--- config.mk ---
export PLATFORM = sky130hd
export DESIGN_NAME = encoder_display_ctrl
export DESIGN_NICKNAME = d
export VERILOG_FILES = /design/src/rtl/encoder_display_ctrl.sv
export SDC_FILE = /design/constraint.sdc
export NUM_CORES = 1
export LEC_CHECK = 0
export BUFFER_PORTS_ARGS = -buffer_cell sky130_fd_sc_hd__buf_2
export CORE_MARGIN = 2
export CORE_UTILIZATION = 53
export DETAILED_ROUTE_END_ITERATION = 6
export PLACE_DENSITY_LB_ADDON = 0.1
export SYNTH_ARGS = -nofsm -noshare
export SYNTH_HDL_FRONTEND = slang
export SYNTH_SLANG_ARGS = --single-unit
--- constraint.sdc ---
create_clock -name clk -period 3 [get_ports clk]
set_clock_uncertainty 0.2 [all_clocks]
set_input_delay 0.45 -clock clk [delete_from_list [all_inputs] [get_ports clk]]
set_output_delay 0.45 -clock clk [all_outputs]
set_load 0.1 [all_outputs]
--- src/rtl/encoder_display_ctrl.sv ---
// encoder_display_ctrl
//   Switch priority encoder with a decimal seven-segment readout.
//   The switch vector is synchronised and debounced, then priority-encoded
//   (MSB-first or LSB-first). The winning index is converted to BCD by a
//   sequential shift-add-3 engine and shown on DIGITS active-low displays
//   with leading-zero blanking.
//
// Ports
//   clk            clock
//   rst            asynchronous reset, active low
//   sw_toggle      raw switch vector (IN_W bits)
//   sw_en          raw encoder enable
//   sw_mode        raw priority mode: 0 = highest set bit wins, 1 = lowest
//   sw_hold        raw freeze request for the displayed result
//   led_outputs    registered encoded index ($clog2(IN_W) bits)
//   led_indicator  registered: enabled and at least one bit set
//   busy           high while a conversion is in progress
//   seg            display i in seg[8i+7:8i]; bit0..6 = a..g, bit7 = dp (1)
module encoder_display_ctrl #(
  parameter int unsigned IN_W      = 8,
  parameter int unsigned DIGITS    = 8,
  parameter int unsigned DB_CYCLES = 4
) (
  input  logic                     clk,
  input  logic                     rst,
  input  logic [IN_W-1:0]          sw_toggle,
  input  logic                     sw_en,
  input  logic                     sw_mode,
  input  logic                     sw_hold,
  output logic [$clog2(IN_W)-1:0]  led_outputs,
  output logic                     led_indicator,
  output logic                     busy,
  output logic [DIGITS*8-1:0]      seg
);

  localparam int unsigned OUT_W = $clog2(IN_W);

  // Decimal digits needed for the largest encodable index.
  function automatic int unsigned calc_ndig(input int unsigned w);
    int unsigned m;
    int unsigned n;
    m = (32'd1 << w) - 32'd1;
    n = 1;
    while (m >= 10) begin
      m = m / 10;
      n = n + 1;
    end
    return n;
  endfunction

  localparam int unsigned NDIG  = calc_ndig(OUT_W);
  localparam int unsigned BCD_W = 4 * NDIG;
  localparam int unsigned PADN  = (DIGITS > NDIG) ? DIGITS : NDIG;
  localparam int unsigned CNT_W = (DB_CYCLES > 1) ? $clog2(DB_CYCLES) : 1;
  localparam int unsigned CW    = $clog2(OUT_W + 1);

  typedef enum logic [1:0] {IDLE, SHIFT, DONE} state_e;

  // Segment pattern a..g (active low) for one BCD digit.
  function automatic logic [6:0] enc7(input logic [3:0] d);
    logic [6:0] s;
    case (d)
      4'd0:    s = 7'h40;
      4'd1:    s = 7'h79;
      4'd2:    s = 7'h24;
      4'd3:    s = 7'h30;
      4'd4:    s = 7'h19;
      4'd5:    s = 7'h12;
      4'd6:    s = 7'h02;
      4'd7:    s = 7'h78;
      4'd8:    s = 7'h00;
      4'd9:    s = 7'h10;
      default: s = 7'h7F;
    endcase
    return s;
  endfunction

  // Synchronisers and debounce
  logic [IN_W-1:0]  sw_meta_q, sw_sync_q;
  logic [2:0]       ctl_meta_q, ctl_sync_q;   // {hold, mode, en}
  logic [IN_W-1:0]  cand_q, stable_q;
  logic [CNT_W-1:0] db_cnt_q, db_cnt_d;
  logic             commit;
  logic             en_s, mode_s, hold_s;

  assign en_s   = ctl_sync_q[0];
  assign mode_s = ctl_sync_q[1];
  assign hold_s = ctl_sync_q[2];

  // db_cnt_d counts matching samples beyond the first; a vector is committed
  // once DB_CYCLES consecutive identical samples have been seen, which also
  // makes DB_CYCLES=1 a plain register stage.
  always_comb begin
    db_cnt_d = '0;
    if (sw_sync_q == cand_q) begin
      db_cnt_d = db_cnt_q;
      if (db_cnt_q != CNT_W'(DB_CYCLES - 1)) db_cnt_d = db_cnt_q + 1'b1;
    end
    commit = (32'(db_cnt_d) >= DB_CYCLES - 1);
  end

  always_ff @(posedge clk or negedge rst) begin
    if (!rst) begin
      sw_meta_q  <= '0;
      sw_sync_q  <= '0;
      ctl_meta_q <= '0;
      ctl_sync_q <= '0;
      cand_q     <= '0;
      db_cnt_q   <= '0;
      stable_q   <= '0;
    end else begin
      sw_meta_q  <= sw_toggle;
      sw_sync_q  <= sw_meta_q;
      ctl_meta_q <= {sw_hold, sw_mode, sw_en};
      ctl_sync_q <= ctl_meta_q;
      cand_q     <= sw_sync_q;
      db_cnt_q   <= db_cnt_d;
      if (commit) stable_q <= sw_sync_q;
    end
  end

  // Priority encoder: the last hit of the scan wins
  logic [OUT_W-1:0] code;
  logic             valid;

  always_comb begin
    code = '0;
    for (int unsigned i = 0; i < IN_W; i++) begin
      if (!mode_s) begin
        if (stable_q[i]) code = OUT_W'(i);
      end else begin
        if (stable_q[IN_W-1-i]) code = OUT_W'(IN_W-1-i);
      end
    end
    if (!en_s) code = '0;
    valid = en_s & (|stable_q);
  end

  // Conversion FSM state
  state_e              state_q;
  logic                force_q;
  logic                snap_en_q, snap_valid_q;
  logic [OUT_W-1:0]    snap_code_q;
  logic [OUT_W-1:0]    sh_q, sh_d;
  logic [BCD_W-1:0]    bcd_q, bcd_d;
  logic [CW-1:0]       cnt_q;
  logic                busy_q;
  logic [OUT_W-1:0]    led_q;
  logic                ind_q;
  logic [DIGITS*8-1:0] seg_q, seg_d;

  // One double-dabble step: correct each nibble, then shift {bcd, sh} left.
  logic [BCD_W-1:0]       adj;
  logic [BCD_W+OUT_W-1:0] dd;

  always_comb begin
    adj = bcd_q;
    for (int unsigned k = 0; k < NDIG; k++) begin
      if (adj[4*k +: 4] >= 4'd5) adj[4*k +: 4] = adj[4*k +: 4] + 4'd3;
    end
    dd    = {adj, sh_q} << 1;
    bcd_d = dd[BCD_W+OUT_W-1:OUT_W];
    sh_d  = dd[OUT_W-1:0];
  end

  // Display bytes with leading-zero blanking; digit 0 is always shown.
  logic [4*PADN-1:0] bcd_pad;
  logic              shown;

  always_comb begin
    bcd_pad              = '0;
    bcd_pad[BCD_W-1:0]   = bcd_q;
    seg_d                = '1;
    shown                = 1'b0;
    if (snap_en_q) begin
      for (int unsigned i = 0; i < DIGITS; i++) begin
        shown = (i == 0);
        for (int unsigned j = 0; j < PADN; j++) begin
          if (j >= i && bcd_pad[4*j +: 4] != 4'd0) shown = 1'b1;
        end
        if (shown) seg_d[8*i +: 8] = {1'b1, enc7(bcd_pad[4*i +: 4])};
      end
    end
  end

  always_ff @(posedge clk or negedge rst) begin
    if (!rst) begin
      state_q      <= IDLE;
      force_q      <= 1'b1;
      snap_en_q    <= 1'b0;
      snap_valid_q <= 1'b0;
      snap_code_q  <= '0;
      sh_q         <= '0;
      bcd_q        <= '0;
      cnt_q        <= '0;
      busy_q       <= 1'b0;
      led_q        <= '0;
      ind_q        <= 1'b0;
      seg_q        <= '1;
    end else begin
      case (state_q)
        IDLE: begin
          if (!hold_s && (force_q ||
              {en_s, valid, code} != {snap_en_q, snap_valid_q, snap_code_q})) begin
            snap_en_q    <= en_s;
            snap_valid_q <= valid;
            snap_code_q  <= code;
            sh_q         <= code;
            bcd_q        <= '0;
            cnt_q        <= CW'(OUT_W);
            busy_q       <= 1'b1;
            state_q      <= SHIFT;
          end
        end
        SHIFT: begin
          bcd_q <= bcd_d;
          sh_q  <= sh_d;
          cnt_q <= cnt_q - 1'b1;
          if (cnt_q == CW'(1)) state_q <= DONE;
        end
        DONE: begin
          led_q   <= snap_code_q;
          ind_q   <= snap_valid_q;
          seg_q   <= seg_d;
          force_q <= 1'b0;
          busy_q  <= 1'b0;
          state_q <= IDLE;
        end
        default: state_q <= IDLE;
      endcase
    end
  end

  assign led_outputs   = led_q;
  assign led_indicator = ind_q;
  assign busy          = busy_q;
  assign seg           = seg_q;

endmodule

==> metrics.yaml <==
finalCritPeriodShare_pct: 77.3
grt_max_degree: 36
vias_per_cell: 4.77
wirelength_mm: 4.91
setup_violations: 0
relSlewSlack_pct: 48.6
num_rows: 28
async_flop_share_pct: 100
violations: "hold timing"
crit_required_ns: 3.03
area_growth_pct: 10.3
syn-instance-count: 295
p_leak_nw: 1.76
worstMarginPinSlew_ns: 0.772
outcome: "finished with violations"
grt_pass1_wl_mm: 8.38
drive_above_1_share_pct: 21.2
ir_drop_mv: 0.730
path_class: "reg2reg"
synth_mux_area_share_pct: 4.75
period_minus_slack_ns: 2.32
power.density_nw_per_um2: 946
finalSetupTns_ns: 0
synthTopCellsByArea: "dfrtp_1 (46%), buf_4 (13%), dfstp_2 (6.4%)"
rsz0062_at_grt: "false"
postPlaceCellArea_um2: 3280
max_clock_freq_mhz: 431
timing.rr.end: "snap_valid_q"
synth-xor-area-share_pct: 3.16
path_clk_slew_ns: 0.07
drcViolationCount: 0
regToRegStartpoint: "stable_q[2]"
num_io_pins: 82
crit_start: "stable_q[2]"
fin_area_um2: 3630
track_usage_pct: 16.7
die_area_um2: 6850
worstPathMaxFanout: 6
post_cts_buffers: 0
cts-root-buf: "clkbuf_8"
synth-edff-count: 0
synth_top_area_share_pct: 46.4
arrival_ns: 2.35
crit_end: "snap_valid_q"
start_util_pct: 55.2
worstRegToRegCells: 6
first_global_vias: 1760
avgSynthCellArea_um2: 11.2
port-buffer-count: 24
cts_tree: "yes"
start_kind: "register"
overflow: 0
insertion_delay_ns: 0.34
cts_max_level: 3
cts_made_buffers: 9
ys_types: 53
cts_resized: 0
cts-hold-fix-buffers: 10
whs_ns: -0.0217
clk_path_buf_depth: 2
n_antenna_cell: 0
syn_area_um2: 3290
synth_top_family_by_area: "buffers and inverters"
routedWlPerCell_um: 11.8
drv_cap: 0
antenna_found_initial: 0
ys_ff_latch: 69
hp-class: "in2async"
cts.sink_count: 69
fin_nets: 353
die_x_um: 82.8
yosysMostFrequentCell: "dfrtp_1"
maxSlewViolCount: 0
synth_top_cell_by_area: "dfrtp_1"
ant_nets: 0
synth_compound_area_share_pct: 10.9
coreArea_um2: 5960
detail_route.iter0.violations: 99
power_w: 0.00343
gp_congestion: 0.823
ys_warn_count: 0
synth_ff_type: "dfrtp_1"
r2r_slack_ns: 0.68
synthSimpleGateAreaFrac_pct: 10.9
die_h_um: 82.8
first_pass_iters: 4
worst_setup_path_end_kind: "register"
synthTopCellsByCount: "dfrtp_1 (61), buf_4 (57), nor2_1 (23)"
dp_hpwl_mm: 3.33
hold_viol: 34
yosys.area_share.adder_pct: 2.28
vias: 1976
seq_area_frac_synth_pct: 52.8
[layer usage]
metal | up-vias | wire length [µm] | GRT usage (%)
met5 | - | 0 | 0
met4 | 0 | 64 | 7.87
met3 | 7 | 334 | 5.52
met2 | 83 | 2010 | 22.3
met1 | 918 | 2490 | 24.5
li1 | 968 | - | -
[state kept, by name, summed over array words and instances, names as in the netlist, 2 cells and up]
register,count
stable_q,8
sw_sync_q,8
cnt_q,2
state_q,2
sw_meta_q,8
led_outputs,3
cand_q,8
db_cnt_q,2
sh_q,3
ctl_sync_q,3
ctl_meta_q,3
snap_code_q,3
seg,7
bcd_q,4
[worst min-delay path by stage]
stage,depth (start not counted),startpoint,endpoint,slack [ns]
after floorplan,0,rst,bcd_q[0],-0.05
after global placement,0,sw_meta_q[2],sw_sync_q[2],0.13
after detailed placement,0,ctl_meta_q[0],ctl_sync_q[0],0.14
after CTS,1,sw_toggle[7],sw_meta_q[7],0.004
after global routing,1,rst,sw_meta_q[2],0.04
final,1,rst,sw_meta_q[5],-0.02
[worst max-delay path: stages (launching register included)]
cell      delay, ns
dfrtp_1        0.44
nor4_2         0.38
a21oi_1        0.10
or3_1          0.37
o2111a_2       0.16
a21oi_2        0.21
mux2_1         0.34
[layout make-up]
| type | count | area, µm² |
|---|---|---|
| clock buffers | 10 | 128 |
| clock inverters | 6 | 111 |
| fillers | 491 | 2330 |
| inverters | 10 | 37.5 |
| multi-input cells | 207 | 1260 |
| flip-flops and latches | 69 | 1740 |
| well taps | 75 | 93.8 |
| repair buffers | 37 | 258 |
[placed cells by master, fill, tap and decap left out, drive strengths merged, types with 10 or more instances in the layout]
cell and n:
dlygate4sd3 11, nor2 23, xor2 10, nand2 16, dfrtp 61, conb 57
inv 10, mux2 13, a21oi 15, buf 26, clkbuf 10
[logic make-up (layout without fill, tap and decap cells)]
| kind of cell | count (synthesis) | count (layout) |
|---|---|---|
| AO/OA/AOI/OAI | 50 | 50 |
| XOR/XNOR | 11 | 11 |
| adder cells (fa/ha/maj) | 6 | 6 |
| buffers and inverters | 75 | 63 |
| flip-flops | 69 | 69 |
| multiplexers | 14 | 14 |
| other | 1 | 57 |
| AND/OR/NAND/NOR | 69 | 69 |
[through the flow]
step / setup slack [ns] / std cells / util [%] / hold slack (ns)
2_1_floorplan: 0.834 / 351 / - / -0.0456
3_3_place_gp: 0.729 / 387 / 55.1 / 0.132
3_5_place_dp: 0.701 / 387 / 55.1 / 0.136
4_1_cts: 0.681 / 413 / 60.8 / 0.00358
5_1_grt: 0.525 / 414 / 60.9 / 0.0366
6_report: 0.680 / 414 / 60.9 / -0.0217
[power breakdown]
| group | internal (W) | leakage (nW) | switching, W |
|---|---|---|---|
| clock network | 0.000552 | 0.116 | 0.000348 |
| logic | 0.000300 | 0.801 | 0.00101 |
| registers | 0.00110 | 0.844 | 0.000124 |
| total | 0.00195 | 1.76 | 0.00148 |
Power figures use the tool's default switching activity.
